## src/rtl/fric_xactor_p_if.sv

```systemverilog
// FRIC transactor bus bundle: the serial beat lines plus the TX request and
// RX FIFO head handshakes.
//   slave  : transactor side (drives fric_out, tx_ready and all rx_* outputs)
//   master : client side (drives fric_in, tx_* request fields and rx_ready)
interface fric_xactor_p_if #(
    parameter int DW         = 8,
    parameter int NBEATS     = 2,
    parameter int FIFO_DEPTH = 4
);
    localparam int CW = $clog2(FIFO_DEPTH) + 1;

    logic [DW-1:0]        fric_in;
    logic [DW-1:0]        fric_out;

    logic                 tx_valid;
    logic                 tx_ready;
    logic [3:0]           tx_type;
    logic [3:0]           tx_port;
    logic [DW-1:0]        tx_addr;
    logic [DW*NBEATS-1:0] tx_data;

    logic                 rx_valid;
    logic                 rx_ready;
    logic [3:0]           rx_type;
    logic [3:0]           rx_port;
    logic [DW-1:0]        rx_addr;
    logic [DW*NBEATS-1:0] rx_data;
    logic [CW-1:0]        rx_count;
    logic                 rx_ovf;
    logic                 rx_err;

    modport slave (
        input  fric_in, tx_valid, tx_type, tx_port, tx_addr, tx_data, rx_ready,
        output fric_out, tx_ready, rx_valid, rx_type, rx_port, rx_addr, rx_data,
               rx_count, rx_ovf, rx_err
    );

    modport master (
        output fric_in, tx_valid, tx_type, tx_port, tx_addr, tx_data, rx_ready,
        input  fric_out, tx_ready, rx_valid, rx_type, rx_port, rx_addr, rx_data,
               rx_count, rx_ovf, rx_err
    );
endinterface

```

## src/rtl/fric_xactor_p.sv

```systemverilog
// FRIC transactor: serialises TX requests into header/address/data beats on
// fric_out and deframes fric_in beats into a first-word-fall-through RX FIFO.
//   clk  : single clock, rising edge
//   rst  : asynchronous active-low reset
//   bus  : fric_xactor_p_if.slave (beat lines, TX request, RX FIFO head)
//
// TX states                     | RX states
//   IDLE | ready for a request  |   IDLE | waiting for a header beat
//   HDR  | header loads next    |   ADDR | next beat is the address
//   ADDR | address loads next   |   DATA | collecting data beats, LSB first
//   DATA | data beats load next |
module fric_xactor_p #(
    parameter int DW         = 8,
    parameter int NBEATS     = 2,
    parameter int FIFO_DEPTH = 4
) (
    input  logic            clk,
    input  logic            rst,
    fric_xactor_p_if.slave  bus
);
    localparam int PW = $clog2(FIFO_DEPTH);
    localparam int CW = PW + 1;
    localparam int BW = $clog2(NBEATS) + 1;
    localparam int WW = DW * NBEATS;
    localparam int EW = 8 + DW + WW;

    function automatic logic type_ok(input logic [3:0] t);
        return (t >= 4'd1) && (t <= 4'd4);
    endfunction

    function automatic logic has_data(input logic [3:0] t);
        return (t == 4'd1) || (t == 4'd4);
    endfunction

    // ---------------- TX ----------------
    typedef enum logic [1:0] {TX_IDLE, TX_HDR, TX_ADDR, TX_DATA} tx_state_t;
    tx_state_t     tx_state, tx_state_nxt;
    logic [BW-1:0] tx_beat, tx_beat_nxt;
    logic [DW-1:0] fric_out_q, fric_out_nxt;
    logic [3:0]    t_type, t_port;
    logic [DW-1:0] t_addr;
    logic [WW-1:0] t_data;
    logic          tx_accept;

    assign bus.tx_ready = (tx_state == TX_IDLE);
    assign bus.fric_out = fric_out_q;
    assign tx_accept    = bus.tx_valid && bus.tx_ready;

    always_comb begin
        tx_state_nxt = tx_state;
        tx_beat_nxt  = tx_beat;
        fric_out_nxt = '0;
        case (tx_state)
            TX_IDLE: if (tx_accept && type_ok(bus.tx_type)) tx_state_nxt = TX_HDR;
            TX_HDR: begin
                fric_out_nxt[7:0] = {t_type, t_port};
                tx_state_nxt      = TX_ADDR;
            end
            TX_ADDR: begin
                fric_out_nxt = t_addr;
                tx_beat_nxt  = '0;
                tx_state_nxt = has_data(t_type) ? TX_DATA : TX_IDLE;
            end
            TX_DATA: begin
                // t_data shifts down one beat per cycle, so the low beat is next
                fric_out_nxt = t_data[DW-1:0];
                if (tx_beat == BW'(NBEATS - 1)) tx_state_nxt = TX_IDLE;
                else                            tx_beat_nxt  = tx_beat + BW'(1);
            end
            default: tx_state_nxt = TX_IDLE;
        endcase
    end

    always_ff @(posedge clk or negedge rst) begin
        if (!rst) begin
            tx_state   <= TX_IDLE;
            tx_beat    <= '0;
            fric_out_q <= '0;
            t_type     <= '0;
            t_port     <= '0;
            t_addr     <= '0;
            t_data     <= '0;
        end else begin
            tx_state   <= tx_state_nxt;
            tx_beat    <= tx_beat_nxt;
            fric_out_q <= fric_out_nxt;
            if (tx_accept) begin
                t_type <= bus.tx_type;
                t_port <= bus.tx_port;
                t_addr <= bus.tx_addr;
                t_data <= bus.tx_data;
            end else if (tx_state == TX_DATA) begin
                t_data <= t_data >> DW;
            end
        end
    end

    // ---------------- RX ----------------
    typedef enum logic [1:0] {RX_IDLE, RX_ADDR, RX_DATA} rx_state_t;
    rx_state_t     rx_state, rx_state_nxt;
    logic [DW-1:0] fric_q;
    logic [3:0]    r_type, r_port;
    logic [DW-1:0] r_addr;
    logic [WW-1:0] r_data, wr_word;
    logic [BW-1:0] r_beat, r_beat_nxt;
    logic          hdr_valid, push, err_nxt, rx_err_q;
    logic [EW-1:0] wr_entry;

    // upper header bits must be zero; for DW=8 there are none
    assign hdr_valid = ((fric_q >> 8) == '0) && type_ok(fric_q[7:4]);

    always_comb begin
        rx_state_nxt = rx_state;
        r_beat_nxt   = r_beat;
        push         = 1'b0;
        err_nxt      = 1'b0;
        wr_word      = r_data;
        case (rx_state)
            RX_IDLE: begin
                if (hdr_valid)            rx_state_nxt = RX_ADDR;
                else if (fric_q != '0)    err_nxt      = 1'b1;
            end
            RX_ADDR: begin
                r_beat_nxt = '0;
                if (has_data(r_type)) begin
                    rx_state_nxt = RX_DATA;
                end else begin
                    push         = 1'b1;
                    rx_state_nxt = RX_IDLE;
                end
            end
            RX_DATA: begin
                // r_data is cleared at the header, so OR-merging is safe
                wr_word = r_data | (WW'(fric_q) << (DW * r_beat));
                if (r_beat == BW'(NBEATS - 1)) begin
                    push         = 1'b1;
                    rx_state_nxt = RX_IDLE;
                end else begin
                    r_beat_nxt = r_beat + BW'(1);
                end
            end
            default: rx_state_nxt = RX_IDLE;
        endcase
    end

    assign wr_entry = {r_type, r_port, (rx_state == RX_ADDR) ? fric_q : r_addr, wr_word};

    always_ff @(posedge clk or negedge rst) begin
        if (!rst) begin
            fric_q   <= '0;
            rx_state <= RX_IDLE;
            r_beat   <= '0;
            r_type   <= '0;
            r_port   <= '0;
            r_addr   <= '0;
            r_data   <= '0;
            rx_err_q <= 1'b0;
        end else begin
            fric_q   <= bus.fric_in;
            rx_state <= rx_state_nxt;
            r_beat   <= r_beat_nxt;
            rx_err_q <= err_nxt;
            case (rx_state)
                RX_IDLE: if (hdr_valid) begin
                    r_type <= fric_q[7:4];
                    r_port <= fric_q[3:0];
                    r_data <= '0;
                end
                RX_ADDR: r_addr <= fric_q;
                RX_DATA: r_data <= wr_word;
                default: ;
            endcase
        end
    end

    // ---------------- RX FIFO ----------------
    logic [EW-1:0] mem [FIFO_DEPTH];
    logic [PW-1:0] wr_ptr, rd_ptr;
    logic [CW-1:0] count;
    logic          full, pop, do_push, rx_ovf_q;

    assign full    = (count == CW'(FIFO_DEPTH));
    assign pop     = (count != '0) && bus.rx_ready;
    // a full FIFO still accepts when the head leaves on the same edge
    assign do_push = push && (!full || pop);

    always_ff @(posedge clk) begin
        if (do_push) mem[wr_ptr] <= wr_entry;
    end

    always_ff @(posedge clk or negedge rst) begin
        if (!rst) begin
            wr_ptr   <= '0;
            rd_ptr   <= '0;
            count    <= '0;
            rx_ovf_q <= 1'b0;
        end else begin
            rx_ovf_q <= push && full && !pop;
            if (do_push) wr_ptr <= wr_ptr + PW'(1);
            if (pop)     rd_ptr <= rd_ptr + PW'(1);
            case ({do_push, pop})
                2'b10:   count <= count + CW'(1);
                2'b01:   count <= count - CW'(1);
                default: ;
            endcase
        end
    end

    assign bus.rx_valid = (count != '0);
    assign bus.rx_count = count;
    assign bus.rx_ovf   = rx_ovf_q;
    assign bus.rx_err   = rx_err_q;
    assign {bus.rx_type, bus.rx_port, bus.rx_addr, bus.rx_data} = mem[rd_ptr];
endmodule

```

## src/flat_wrapper.sv

```systemverilog
// flat-port wrapper written by rule: the top's interface ports become plain ports
module fric_xactor_p_flat 
#(
    parameter int DW         = 8,
    parameter int NBEATS     = 2,
    parameter int FIFO_DEPTH = 4
)
  (clk, rst, bus_fric_in, bus_tx_valid, bus_tx_type, bus_tx_port, bus_tx_addr, bus_tx_data, bus_rx_ready, bus_fric_out, bus_tx_ready, bus_rx_valid, bus_rx_type, bus_rx_port, bus_rx_addr, bus_rx_data, bus_rx_count, bus_rx_ovf, bus_rx_err);
  fric_xactor_p_if #(.DW(DW), .NBEATS(NBEATS), .FIFO_DEPTH(FIFO_DEPTH)) bus_i ();
  input  logic clk;
  input  logic rst;
  input wire logic [$bits(bus_i.fric_in)-1:0] bus_fric_in;
  input wire logic [$bits(bus_i.tx_valid)-1:0] bus_tx_valid;
  input wire logic [$bits(bus_i.tx_type)-1:0] bus_tx_type;
  input wire logic [$bits(bus_i.tx_port)-1:0] bus_tx_port;
  input wire logic [$bits(bus_i.tx_addr)-1:0] bus_tx_addr;
  input wire logic [$bits(bus_i.tx_data)-1:0] bus_tx_data;
  input wire logic [$bits(bus_i.rx_ready)-1:0] bus_rx_ready;
  output wire logic [$bits(bus_i.fric_out)-1:0] bus_fric_out;
  output wire logic [$bits(bus_i.tx_ready)-1:0] bus_tx_ready;
  output wire logic [$bits(bus_i.rx_valid)-1:0] bus_rx_valid;
  output wire logic [$bits(bus_i.rx_type)-1:0] bus_rx_type;
  output wire logic [$bits(bus_i.rx_port)-1:0] bus_rx_port;
  output wire logic [$bits(bus_i.rx_addr)-1:0] bus_rx_addr;
  output wire logic [$bits(bus_i.rx_data)-1:0] bus_rx_data;
  output wire logic [$bits(bus_i.rx_count)-1:0] bus_rx_count;
  output wire logic [$bits(bus_i.rx_ovf)-1:0] bus_rx_ovf;
  output wire logic [$bits(bus_i.rx_err)-1:0] bus_rx_err;
  assign bus_i.fric_in = bus_fric_in;
  assign bus_i.tx_valid = bus_tx_valid;
  assign bus_i.tx_type = bus_tx_type;
  assign bus_i.tx_port = bus_tx_port;
  assign bus_i.tx_addr = bus_tx_addr;
  assign bus_i.tx_data = bus_tx_data;
  assign bus_i.rx_ready = bus_rx_ready;
  assign bus_fric_out = bus_i.fric_out;
  assign bus_tx_ready = bus_i.tx_ready;
  assign bus_rx_valid = bus_i.rx_valid;
  assign bus_rx_type = bus_i.rx_type;
  assign bus_rx_port = bus_i.rx_port;
  assign bus_rx_addr = bus_i.rx_addr;
  assign bus_rx_data = bus_i.rx_data;
  assign bus_rx_count = bus_i.rx_count;
  assign bus_rx_ovf = bus_i.rx_ovf;
  assign bus_rx_err = bus_i.rx_err;
  fric_xactor_p #(.DW(DW), .NBEATS(NBEATS), .FIFO_DEPTH(FIFO_DEPTH)) u_core (.clk(clk), .rst(rst), .bus(bus_i));
endmodule
```

## config.mk

```make
export PLATFORM = sky130hd
export DESIGN_NAME = fric_xactor_p_flat
export DESIGN_NICKNAME = d
export VERILOG_FILES = /design/src/rtl/fric_xactor_p_if.sv /design/src/rtl/fric_xactor_p.sv /design/src/flat_wrapper.sv
export SDC_FILE = /design/constraint.sdc
export NUM_CORES = 1
export LEC_CHECK = 0
export ABC_AREA = 1
export ABC_CLOCK_PERIOD_IN_PS = 6500
export CORE_MARGIN = 2
export CORE_UTILIZATION = 45
export CTS_CLUSTER_DIAMETER = 80
export CTS_CLUSTER_SIZE = 8
export DETAILED_ROUTE_END_ITERATION = 6
export DONT_BUFFER_PORTS = 1
export GPL_TIMING_DRIVEN = 0
export SLEW_MARGIN = 20
export SYNTH_ARGS = -nofsm -noshare
export SYNTH_HDL_FRONTEND = slang
export SYNTH_SLANG_ARGS = --single-unit
```

## constraint.sdc

```tcl
create_clock -name clk -period 6.5 [get_ports clk]
set_input_delay 1.3 -clock clk [delete_from_list [all_inputs] [get_ports clk]]
set_output_delay 1.3 -clock clk [all_outputs]
set_load 0.01 [all_outputs]
```

**Word level (Yosys, flattened, before mapping)**

Memories as Yosys holds them, arrays and structs flattened.
Cells that the tools add are included.

- Flip-flop bits (word level): 97
- Memories: 1
- Input port bits: 44
- Memory bits (writable): 128

Memories:

| name | words | bits a word | read ports | clocked after Yosys merged registers in | write ports | line | RTL |
|---|---|---|---|---|---|---|---|
| u_core.mem | 4 | 32 | 1 | 0 | 1 | fric_xactor_p.sv:177 | `logic [EW-1:0] mem [FIFO_DEPTH];` |

- Shift operators: 1
- Equality and inequality tests: 20
- Reductions and logical operators: 28
- Magnitude comparators: 4
- Bitwise logic cells: 1
- Mux-type cells: 28
- Add/subtract/negate cells: 6

Operator list:

| cell | count |
|---|---|
| 16-bit 2-to-1 mux | 4 |
| 16-bit case mux with 2 select lines | 1 |
| 8-bit case mux with 3 select lines | 1 |
| 2-bit 2-to-1 mux | 8 |
| 16-bit OR | 1 |
| 8-bit by 5-bit left shift with 16-bit output | 1 |
| 2-bit AND reduction | 6 |
| 2-bit by 1-bit == test with 1-bit output (second input constant) | 5 |
| 2-bit nonzero test | 5 |
| 2-bit by 1-bit adder with 2-bit output (second input constant) | 4 |
| 2-bit == test (second input constant) | 4 |
| 4-bit by 1-bit == test with 1-bit output (second input constant) | 2 |
| 4-bit by 3-bit == test with 1-bit output (second input constant) | 2 |
| 4-bit by 1-bit greater-or-equal comparator with 1-bit output (second input constant) | 2 |
| 4-bit by 3-bit <= comparator with 1-bit output (second input constant) | 2 |
| 1-bit logical AND | 8 |
| 8-bit 2-to-1 mux | 1 |
| 2-bit case mux with 2 select lines | 2 |
| 2-bit case mux with 4 select lines | 1 |
| 8-bit nonzero test | 1 |
| 1-bit 2-to-1 mux | 7 |
| 2-bit by 1-bit != test with 1-bit output (second input constant) | 3 |
| 2-bit != test (second input constant) | 3 |
| 2-bit case mux with 3 select lines | 1 |
| 9 further kinds | 13 |

**Logic depth before layout (Yosys ltp)**

Gate-level depths: netlist (run 1).

- Word-level depth: 7
- Depth in mapped cells: 12

**Least setup slack after synthesis (run 1)**

No wires, ideal clock.

- Path kind: input port to flip-flop
- Start: in bus_rx_ready
- End: mem u_core.mem[0][0] (netlist name), enable pin
- Slack: 3.031 ns
- Stages: 4
- Data arrival time: 3.048 ns
- Data required time: 6.079 ns
- Library setup time: 0.421 ns
- Path through: inv_1 > nand3_1 > nand3_1 > nor2_1

- Longest elaborated chain between the ends: 5

Ends and longest elaborated chain:

| item | line | RTL |
|---|---|---|
| from (decl) | flat_wrapper.sv:18 | `input wire logic [$bits(bus_i.rx_ready)-1:0] bus_rx_ready;` |
| 1-bit logical AND | fric_xactor_p.sv:183 | `assign pop = (count != '0) && bus.rx_ready;` |
| 1-bit logical OR | fric_xactor_p.sv:185 | `assign do_push = push && (!full \|\| pop);` |
| 1-bit logical AND | fric_xactor_p.sv:185 |  |
| 1-bit 2-to-1 mux | fric_xactor_p.sv:188 | `if (do_push) mem[wr_ptr] <= wr_entry;` |
| 1-bit 2-to-1 mux (not written as such) | fric_xactor_p.sv:188 |  |
| to (decl) | fric_xactor_p.sv:177 |  |

Every way passes these cells.

**Worst setup path after layout (run 1)**

- Start: reg u_core.rd_ptr[1]
- End: out bus_rx_addr[6]

- Longest elaborated chain between the ends: 1

Ends and longest elaborated chain:

| item | line | RTL |
|---|---|---|
| from (decl) | fric_xactor_p.sv:178 | `logic [PW-1:0] wr_ptr, rd_ptr;` |
| from (signal assigned) | fric_xactor_p.sv:200 | `if (pop) rd_ptr <= rd_ptr + PW'(1);` |
| memory 4 x 32 bit | -- |  |
| to (decl) | flat_wrapper.sv:24 | `output wire logic [$bits(bus_i.rx_addr)-1:0] bus_rx_addr;` |

Every way passes these cells.

==> metrics.cfg, run 1 <==
[pwr]
p_sw_share_pct = 35.5
vdd_drop_max_mv = 0.211
clock_power_share_pct = 31.1
p_leak_nw = 4.14
p_switching_mw = 1.81
combPwrFrac_pct = 28.5
p_total_mw = 5.11
seqPwrFrac_pct = 40.3
p_int_mw = 3.30
pwr_density_cell_nw_per_um2 = 485

[clocking]
cts.repair.resized = 0
cts_setup_buffers = 0
clock_latency_ns = 0.51
htree_levels = 2
clock-sinks = 225
root_buffer = clkbuf_16
ctsHoldBuffers = 0
cts_buffers = 34
clockBufferDepth = 3
cts.clk_slew.worst_paths_ns = 0.05
cts_tree = done

[routing]
route.vias.total = 6039
drtIter0Drc = 402
drc_errors = 0
wirelength_mm = 20.7
drtAntennaViolNets = 0
wl_per_cell_um = 18.4
vias_per_cell = 5.38
dr.pass1.iters = 5

[worst_setup_path]
reg2reg_depth = 12
startpoint_type = flop
r2r-start = u_core.r_beat[1]
max_stage_delay_ns = 0.50
crit_required_ns = 5.20
worstPathCellList = inv_1 -> clkbuf_1 -> o21ai_0 -> o22ai_1
cp-end-kind = output pin
worst_ep_arrival_time_ns = 2.15
worst-path-max-fanout = 10
critPathSlowestCell = clkbuf_1
crit-reg2reg-capture = u_core.bus.rx_count[2]
critical_path_class = flop to output pin
r2r_setup_slack_ns = 3.65

[die]
fp.dieH_um = 146
fp.dieArea_um2 = 21300
initial_core_util_pct = 46.2
rows = 51
design.core.area_um2 = 19700
io_pins = 91
dieWidth_um = 146

[finish]
syn2layout_area_growth_pct = 16.0
nets = 889
drive_gt1_share_pct = 11.1
final_common_cell = edfxtp_1
final_cell_mix = edfxtp_1 (128), nand2_1 (117), o21ai_0 (106)
fillers = 1710

[yosys]
syn-num-nets = 849
syn_avg_cell_area_um2 = 11.4
netlist_area_um2 = 9080
ys_warn_count = 0
ys_types = 31
synth_top_family_by_area = compound AO/OA/AOI/OAI gates
synth-compound-area-share_pct = 12.6
syn_inst = 794
synth-xor-area-share_pct = 0.482
ys_ff_latch = 225
yosys.area_share.simple_pct = 11.4
synthMuxAreaShare_pct = 0
synthAdderAreaFrac_pct = 1.60
synth-seq-area-share_pct = 69.0

[grt]
antenna_found_initial = 5
grt_remaining_overflow = 0
grt_max_degree = 98
grt_pass1_wl_mm = 32.3
grt_pass1_vias = 5981
grt_usage_pct = 19.5

[hold_path]
holdCritStartpoint = u_core.t_addr[6]
hold_class = flop to flop
min_to = u_core.t_addr[6]
hold_depth = 2

[sta]
setup-violations-final = 0
fin_crit_sh_pct = 53.0
fin_tns_setup_ns = 0
rsz0062_at_grt = no
period_needed_ns = 3.45
worst_pin_slew_ns = 0.792
clock.fmax_mhz = 290
fin_skew_ns = 0.0184
final-max-slew-violation-count = 0
timing.slew.headroom_pct = 46.7
hold_violations = 0

[place]
finalWeightedCongestion = 0.820
dp_hpwl_mm = 13.7
portBuffers = 0

[flow_run]
max_cap_violations = 0

[status]
outcome = complete, no violations

==> kinds of logic (layout without fill, tap and decap cells) <==
kind of cell	after synthesis	count (layout)
and+or+nand+nor	246	246
DFF	225	225
AOI/OAI and AO/OA	199	199
buffers and inverters	108	169
adders and majority gates	11	11
xor gates and xnor gates	5	5
other	0	2
==> routing by layer <==
metal  wire length, um  part of all wire (%)  vias up  global-route usage (%)
met3              1550                   7.5       36                    5.63
met4               430                   2.1        6                    6.65
met5                38                  0.18        -                       0
met2              9830                    48      216                    31.5
li1                  -                     -     2841                       -
met1              8810                    43     2940                    25.4
==> cells in the mapped netlist <==
cell type | n | area, um2
edfxtp_1 | 128 | 3840
nand2_1 | 117 | 439
o21ai_0 | 106 | 531
dfrtp_1 | 97 | 2430
nor2_1 | 77 | 289
inv_1 | 66 | 248
o22ai_1 | 33 | 206
nand3_1 | 30 | 150
a21oi_1 | 19 | 95.1
clkbuf_1 | 19 | 71.3
o21ai_2 | 15 | 131
buf_2 | 14 | 70.1
ha_1 | 10 | 125
nand2_2 | 10 | 62.6
o21ai_1 | 10 | 50.1
o211ai_1 | 8 | 60.1
o221ai_1 | 8 | 70.1
xor2_1 | 4 | 35.0
buf_6 | 3 | 33.8
inv_2 | 3 | 11.3
nand4_1 | 3 | 18.8
clkinv_1 | 2 | 7.51
nand3b_1 | 2 | 15.0
nor2_2 | 2 | 12.5
nor3_1 | 2 | 10.0
buf_1 | 1 | 3.75
fa_1 | 1 | 20.0
nand2_4 | 1 | 11.3
nand4_4 | 1 | 21.3
or2_1 | 1 | 6.26
xnor2_1 | 1 | 8.76
==> critical path, delay by kind of cell (launching register included) <==
kind / cells / cell delay [ns]
buffers and inverters: 2 / 0.67
AOI/OAI and AO/OA: 2 / 0.54
DFF: 1 / 0.44
==> through the flow <==
step           utilization (%)  area, um2  hold slack, ns  instances  worst slack [ns]
2_1_floorplan                -       9080           0.449        794              3.03
3_3_place_gp              47.9       9420           0.463       1059              1.81
3_5_place_dp              48.6       9540           0.466       1063              3.31
4_1_cts                   53.6      10500           0.472       1120              3.08
5_1_grt                   53.6      10500           0.474       1121              2.98
6_report                  53.6      10500           0.479       1122              3.05
==> flip-flops by register name, indices dropped and copies added, names as in the netlist, 3 cells and up <==
name	cells
u_core.fric_q	8
u_core.r_port	4
u_core.mem	128
u_core.bus.rx_count	3
u_core.t_data	16
u_core.t_type	4
u_core.r_addr	8
u_core.t_addr	8
u_core.t_port	4
u_core.r_data	16
u_core.bus.fric_out	8
u_core.r_type	4
==> layout make-up <==
class                           instances  area (um2)  area share (%)
Antenna cell                            2        5.00          0.0475
Multi-Input combinational cell        461        2400            22.8
Clock buffer                           54         947            8.99
Buffer                                 37         179            1.70
Inverter                               71         267            2.53
Tap cell                              265         332            3.15
Timing Repair Buffer                    4        97.6           0.926
Clock inverter                          3        41.3           0.392
Sequential cell                       225        6270            59.5
==> how the worst max path moves through the flow <==
stage	cells after the start	slack (ns)	endpoint	start
2_1_floorplan	4	3.03	u_core.mem[0][0]	bus_rx_ready
3_3_place_gp	4	1.81	u_core.mem[3][8]	bus_rx_ready
3_5_place_dp	5	3.31	u_core.mem[1][7]	bus_rx_ready
4_1_cts	4	3.08	bus_rx_addr[6]	u_core.rd_ptr[1]
5_1_grt	4	2.98	bus_rx_addr[6]	u_core.rd_ptr[1]
6_report	4	3.05	bus_rx_addr[6]	u_core.rd_ptr[1]
==> power by group through the flow <==
stage / Sequential (mW) / Combinational (mW) / Clock (mW)
after floorplan: 2.03 / 1.04 / 0
after global placement: 2.07 / 1.38 / 0
after detailed placement: 2.08 / 1.46 / 0
after CTS: 2.06 / 1.47 / 1.62
after global routing: 2.09 / 1.63 / 1.69
final: 2.06 / 1.46 / 1.59
Note: power is estimated with default switching activity, not from simulation.
==> inputs of run 2 (changes only) <==
--- a/config.mk
+++ b/config.mk
@@ -6,7 +6,7 @@
 export NUM_CORES = 1
 export LEC_CHECK = 0
 export ABC_AREA = 1
-export ABC_CLOCK_PERIOD_IN_PS = 6500
+export ABC_CLOCK_PERIOD_IN_PS = 2850
 export CORE_MARGIN = 2
 export CORE_UTILIZATION = 45
 export CTS_CLUSTER_DIAMETER = 80
==> constraint.sdc (replaced) <==
create_clock -name clk -period 2.85 [get_ports clk]
set_input_delay 0.57 -clock clk [delete_from_list [all_inputs] [get_ports clk]]
set_output_delay 0.57 -clock clk [all_outputs]
set_load 0.01 [all_outputs]
==> run 2 against run 1 <==
  * The flow now finishes with violations (negative hold slack)
  * Non-clock buffer count rose by 1
  * Core utilization increased by 0.20 points
  * Register-to-register slack worse by 3.4 ns
  * Cell count about the same
  * Cell area increased by 0.38%
  * Wire length grew 0.25%
==> metrics.cfg, run 2 (same netlist as run 1, synthesis figures left out) <==
[routing]
dr.pass1.iters = 5  ; unchanged
wl_per_cell_um = 18.4  ; +0.16%
vias_per_cell = 5.37  ; -0.16%
wirelength_mm = 20.7  ; +0.25%
route.vias.total = 6035  ; -0.066%
drc_errors = 0  ; unchanged
drtIter0Drc = 386  ; -4.0%
drtAntennaViolNets = 0  ; unchanged

[clocking]
cts_tree = done
cts_buffers = 34  ; unchanged
clock_latency_ns = 0.51  ; about the same
root_buffer = clkbuf_16
clock-sinks = 225  ; unchanged
htree_levels = 2  ; unchanged
clockBufferDepth = 3  ; unchanged
cts.clk_slew.worst_paths_ns = 0.05  ; about the same

[place]
placed_area_um2 = 9540  ; unchanged
finalWeightedCongestion = 0.820  ; unchanged
portBuffers = 0  ; unchanged
dp_hpwl_mm = 13.7  ; unchanged
place_inst = 1063  ; unchanged
dp_worst_setup_slack_ns = 0.0105  ; -3.30 ns

[worst_setup_path]
crit-reg2reg-capture = u_core.bus.rx_count[2]
reg2reg_depth = 12  ; unchanged
startpoint_type = flop
r2r_setup_slack_ns = 0.25  ; -3.40 ns
worst-path-max-fanout = 10  ; unchanged
r2r-start = u_core.r_beat[1]
crit_required_ns = 2.28  ; -2.92 ns
cp-end-kind = output pin
worst_ep_arrival_time_ns = 2.14  ; about the same
critical_path_class = flop to output pin

[grt]
antenna_found_initial = 5  ; unchanged
grt_usage_pct = 19.6  ; +0.075 points
grt_pass1_wl_mm = 32.4  ; +0.36%
grt_remaining_overflow = 0  ; unchanged
grt_pass1_vias = 5984  ; +0.050%
grt_max_degree = 98  ; unchanged

[die]
fp.dieArea_um2 = 21300  ; unchanged
rows = 51  ; unchanged
dieWidth_um = 146  ; unchanged
initial_core_util_pct = 46.2  ; unchanged
io_pins = 91  ; unchanged
design.core.area_um2 = 19700  ; unchanged
fp.dieH_um = 146  ; unchanged

[pwr]
p_int_mw = 7.53  ; +130%
p_leak_nw = 4.16  ; +0.33%
seqPwrFrac_pct = 40.2  ; about the same
p_sw_share_pct = 35.6  ; +0.15 points
pwr_density_cell_nw_per_um2 = 1110  ; +130%
vdd_drop_max_mv = 0.482  ; +130%
clock_power_share_pct = 31.0  ; about the same
p_switching_mw = 4.17  ; +130%
combPwrFrac_pct = 28.8  ; +0.3 points

[finish]
syn2layout_area_growth_pct = 16.4
largest-register = u_core.mem
fin_area_um2 = 10600  ; +0.38%
fillers = 1708  ; -0.12%
final_common_cell = edfxtp_1
final_cell_mix = edfxtp_1 (128), nand2_1 (117), o21ai_0 (106)
top_regs = u_core.mem (128), u_core.r_data (16), u_core.t_data (16)
largest_register_ffs = 128  ; unchanged
final_cells = 1123  ; +0.089%
drive_gt1_share_pct = 11.3  ; +0.22 points
nets = 890  ; +0.11%

[status]
outcome = finished with violations
violations = negative hold slack

[sta]
final-max-slew-violation-count = 0  ; unchanged
setup_slack_ns = 0.145  ; -2.91 ns
period_needed_ns = 2.71
clock.fmax_mhz = 370
timing.slew.headroom_pct = 47.3  ; +0.68 points
hold_violations = 2  ; +2
fin_skew_ns = 0.0170  ; -0.00148 ns
fin_crit_sh_pct = 94.9
rsz0062_at_grt = no
fin_tns_setup_ns = 0  ; unchanged
whs_ns = -0.000433  ; -0.479 ns
setup-violations-final = 0  ; unchanged
worst_pin_slew_ns = 0.782  ; -0.0101 ns

[hold_path]
hold_class = primary input to async pin

[flow_run]
max_cap_violations = 0  ; unchanged

-- run 2: worst max path at each step --
stage,startpoint,endpoint,slack (ns),depth (start not counted)
finish,u_core.rd_ptr[1],bus_rx_addr[6],0.14,4
global route,u_core.r_beat[1],u_core.bus.rx_count[2],0.05,12
CTS,u_core.rd_ptr[1],bus_rx_addr[6],0.16,4
detailed placement,u_core.r_beat[1],u_core.mem[1][7],0.01,8
global placement,u_core.r_beat[1],u_core.mem[3][8],-1.51,7
floorplan,u_core.r_beat[1],u_core.mem[0][0],-0.15,7
-- run 2: cell type report --
class                   instances  area [um2]  area share, %
diodes                          2        5.00         0.0473
clock inverters                 3        41.3          0.390
well taps                     265         332           3.13
inverters                      71         267           2.52
clock buffers                  54         947           8.95
repair buffers                  5         125           1.18
flip-flops and latches        225        6270           59.3
plain buffers                  37         179           1.69
multi-input cells             461        2410           22.8
-- run 2: repair_timing --
item | CTS | global route
hold endpoints to repair | 97 | 0
resized for setup | 1 | 1
cloned | 0 | 0
buffers inserted | 0 | 0
endpoints found under the setup margin | 19 | 2
hold buffers | 1 | 0
-- run 2: through the flow --
step,hold WS (ns),total power [mW],utilization (%)
after global routing,0.0230,12.4,53.8
after detailed placement,0.277,8.08,48.6
after CTS,0.00808,11.8,53.8
after global placement,0.277,7.87,47.9
after floorplan,0.274,6.99,-
final,-0.000433,11.7,53.8
-- run 2: worst max-delay path: stages (launching register included) --
cell      delay [ns]
dfrtp_1         0.44
inv_1           0.17
clkbuf_1        0.49
o21ai_0         0.19
o22ai_1         0.35
-- run 2: power by group through the flow --
stage               Clock, mW  Sequential [mW]  Combinational [mW]
CTS                      3.69             4.70                3.39
finish                   3.63             4.70                3.36
detailed placement          0             4.75                3.33
global route             3.85             4.77                3.77
global placement            0             4.73                3.14
floorplan                   0             4.63                2.37
-- run 2: layer usage --
layer	up-vias	global-route usage, %	routed length, um
met3	35	5.78	1500
met1	2945	25.3	8870
met2	205	31.8	9870
met5	-	0	38
met4	6	6.65	427
li1	2844	-	-
==> inputs of run 3 (changes only) <==
--- a/config.mk
+++ b/config.mk
@@ -8,12 +8,14 @@
 export ABC_AREA = 1
 export ABC_CLOCK_PERIOD_IN_PS = 2850
 export CORE_MARGIN = 2
-export CORE_UTILIZATION = 45
+export CORE_UTILIZATION = 52
 export CTS_CLUSTER_DIAMETER = 80
 export CTS_CLUSTER_SIZE = 8
 export DETAILED_ROUTE_END_ITERATION = 6
 export DONT_BUFFER_PORTS = 1
 export GPL_TIMING_DRIVEN = 0
+export PLACE_DENSITY = 0.7
+export SKIP_LAST_GASP = 1
 export SLEW_MARGIN = 20
 export SYNTH_ARGS = -nofsm -noshare
 export SYNTH_HDL_FRONTEND = slang
==> run 3 against run 2 <==
  * The flow finishes with violations (design-rule violations)
  * Cell area fell by 0.33%
  * Sequential share of layout area rose by 0.20 points
  * Global-route usage rose by 3.0 points
  * Critical endpoint is now u_core.bus.rx_count[2]
  * Worst hold slack improved by 0.0061 ns
  * Wire length fell by 3.4%
  * Register-to-register slack got worse by 0.03 ns
  * Non-clock buffer count did not move
==> metrics.cfg, run 3 (same netlist as run 1, synthesis figures left out) <==
[place]
dp_worst_setup_slack_ns = -0.0213  ; -0.0318 ns
placed_area_um2 = 9510  ; -0.39%
portBuffers = 0  ; unchanged
finalWeightedCongestion = 0.849  ; +3.5%
place_inst = 1023  ; -3.8%
dp_hpwl_mm = 13.3  ; -3.5%

[pwr]
p_switching_mw = 4.14  ; -0.75%
p_int_mw = 7.53  ; about the same
vdd_drop_max_mv = 0.656  ; +36%
p_sw_share_pct = 35.4  ; -0.19 points
combPwrFrac_pct = 28.8  ; about the same
seqPwrFrac_pct = 40.2  ; about the same
pwr_density_cell_nw_per_um2 = 1110  ; +0.11%
p_leak_nw = 4.16  ; +0.10%
clock_power_share_pct = 31.0  ; about the same

[grt]
met3_usage_pct = 6.04  ; +0.26 points
grt_remaining_overflow = 0  ; unchanged
grt_pass1_wl_mm = 32.0  ; -1.1%
grt_pass1_vias = 6190  ; +3.4%
met2_usage_pct = 37.5  ; +5.6 points
grt_max_degree = 98  ; unchanged
grt_usage_pct = 22.6  ; +3.0 points
use_met1_pct = 28.6  ; +3.3 points
grt_busiest_layer = met2
antenna_found_initial = 4  ; -1

[clocking]
cts.clk_slew.worst_paths_ns = 0.05  ; about the same
clock-sinks = 225  ; unchanged
cts_tree = done
clockBufferDepth = 3  ; unchanged
root_buffer = clkbuf_16
clock_latency_ns = 0.51  ; about the same
cts_buffers = 34  ; unchanged
cts_setup_buffers = 0  ; unchanged
htree_levels = 2  ; unchanged

[die]
design.core.area_um2 = 17200  ; -13%
io_pins = 91  ; unchanged
fp.dieH_um = 136  ; -6.8%
initial_core_util_pct = 52.9  ; +6.7 points
dieWidth_um = 136  ; -6.8%
fp.dieArea_um2 = 18500  ; -13%
rows = 48  ; -5.9%

[routing]
wirelength_mm = 20.0  ; -3.4%
drc_errors = 5  ; +5
dr.pass1.iters = 7  ; +2
drtIter0Drc = 556  ; +44%
route.vias.total = 6109  ; +1.2%
vias_per_cell = 5.64  ; +4.9%
drtAntennaViolNets = 0  ; unchanged
wl_per_cell_um = 18.5  ; about the same

[finish]
top_regs = u_core.mem (128), u_core.r_data (16), u_core.t_data (16)
multi_input_comb_area_um2 = 2410  ; unchanged
syn2layout_area_growth_pct = 16.0
final_cells = 1084  ; -3.5%
largest_register_ffs = 128  ; unchanged
largest-register = u_core.mem
drive_gt1_share_pct = 11.3  ; unchanged
seqCellArea_um2 = 6270  ; unchanged
fin_area_um2 = 10500  ; -0.33%
fillers = 1336  ; -22%
nets = 890  ; unchanged
final_common_cell = edfxtp_1
final_cell_mix = edfxtp_1 (128), nand2_1 (117), o21ai_0 (106)

[status]
outcome = finished with violations
violations = design-rule violations

[sta]
setup_slack_ns = 0.220  ; +0.0753 ns
fin_crit_sh_pct = 92.3  ; -2.6 points
worst_pin_slew_ns = 0.741  ; -0.0410 ns
fin_tns_setup_ns = 0  ; unchanged
hold_violations = 0  ; -2
final-max-slew-violation-count = 0  ; unchanged
timing.slew.headroom_pct = 50.1  ; +2.8 points
period_needed_ns = 2.63  ; -0.0753 ns
fin_skew_ns = 0.0271  ; +0.0101 ns
setup-violations-final = 0  ; unchanged
clock.fmax_mhz = 380  ; +2.9%
rsz0062_at_grt = no
whs_ns = 0.00570  ; +0.00613 ns

[worst_setup_path]
worstPathCellList = clkinv_1 -> buf_2 -> ha_1 -> nand2_1 -> nand2_1 -> nand3_4 -> ha_1 -> inv_1 -> fa_1 -> a21oi_1 -> o21ai_0 -> xor2_1
critPathTopFamily = adder cells
reg2reg_depth = 12  ; unchanged
critical_path_buf_inv_count = 3  ; +1
critical_path_class = flop to flop
r2r-start = u_core.r_beat[1]
max_stage_delay_ns = 0.39  ; -0.10 ns
crit_required_ns = 3.22  ; +0.94 ns
cp-end-kind = flop
setup.worst_path.start = u_core.r_beat[1]
worst_ep_arrival_time_ns = 3.00  ; +0.86 ns
startpoint_type = flop
cp_num_cells = 12  ; +8
worst-path-max-fanout = 10  ; unchanged
critPathSlowestCell = fa_1

[hold_path]
hold_class = primary input to async pin

[flow_run]
max_cap_violations = 0  ; unchanged

==> run 3: cell count changes in the layout (fill, tap and decap cells not counted), sizes merged <==
cell | previous run | this run
diode | 2 | 3
==> run 3: area by class of cell <==
| cell class | count | area share [%] |
|---|---|---|
| Tap cell | 225 | 2.67 |
| Inverter | 71 | 2.53 |
| Antenna cell | 3 | 0.0712 |
| Clock inverter | 3 | 0.392 |
| Sequential cell | 225 | 59.5 |
| Multi-Input combinational cell | 461 | 22.9 |
| Clock buffer | 54 | 8.98 |
| Timing Repair Buffer | 5 | 1.31 |
| Buffer | 37 | 1.70 |
==> run 3: metrics by stage <==
stage | utilization, % | power, mW
final | 61.4 | 11.7
after detailed placement | 55.3 | 8.02
after global routing | 61.4 | 12.3
after CTS | 61.3 | 11.7
after floorplan | - | 6.99
after global placement | 54.5 | 7.82
==> run 3: worst register-to-register path: stages, from the launching register on <==
cell	delay, ns
dfrtp_1	0.34
clkinv_1	0.19
buf_2	0.25
ha_1	0.21
nand2_1	0.08
nand2_1	0.15
nand3_4	0.19
ha_1	0.17
inv_1	0.07
fa_1	0.39
a21oi_1	0.17
o21ai_0	0.14
xor2_1	0.16
==> run 3: layer usage <==
layer,up-vias,wire [um]
met3,43,1530
met4,2,488
li1,2837,-
met2,232,9950
met5,-,13
met1,2995,8020
==> run 3: power groups by stage <==
stage,Clock [mW],Combinational (mW),Sequential [mW]
final,3.61,3.36,4.69
after global routing,3.83,3.75,4.77
after CTS,3.68,3.36,4.69
after detailed placement,0,3.28,4.74
after global placement,0,3.09,4.72
after floorplan,0,2.37,4.63
==> run 3: timing repair <==
item	CTS	global route
hold buffers	1	0
gates resized for setup	1	1
endpoints found under the hold margin	97	0
cloned	0	0
endpoints found under the setup margin	1	1
==> run 3: path summary, 6_finish.rpt <==
kind | slack, ns | end
worst max-delay path | 0.22 | u_core.bus.rx_count[2]
max in group asynchronous | 2.48 | u_core.t_data[9]
worst min register to register | 0.48 | u_core.tx_beat[0]
worst max register to register | 0.22 | u_core.bus.rx_count[2]
worst min-delay path | 0.006 | u_core.r_addr[2]
min in group clk | 0.11 | u_core.fric_q[5]
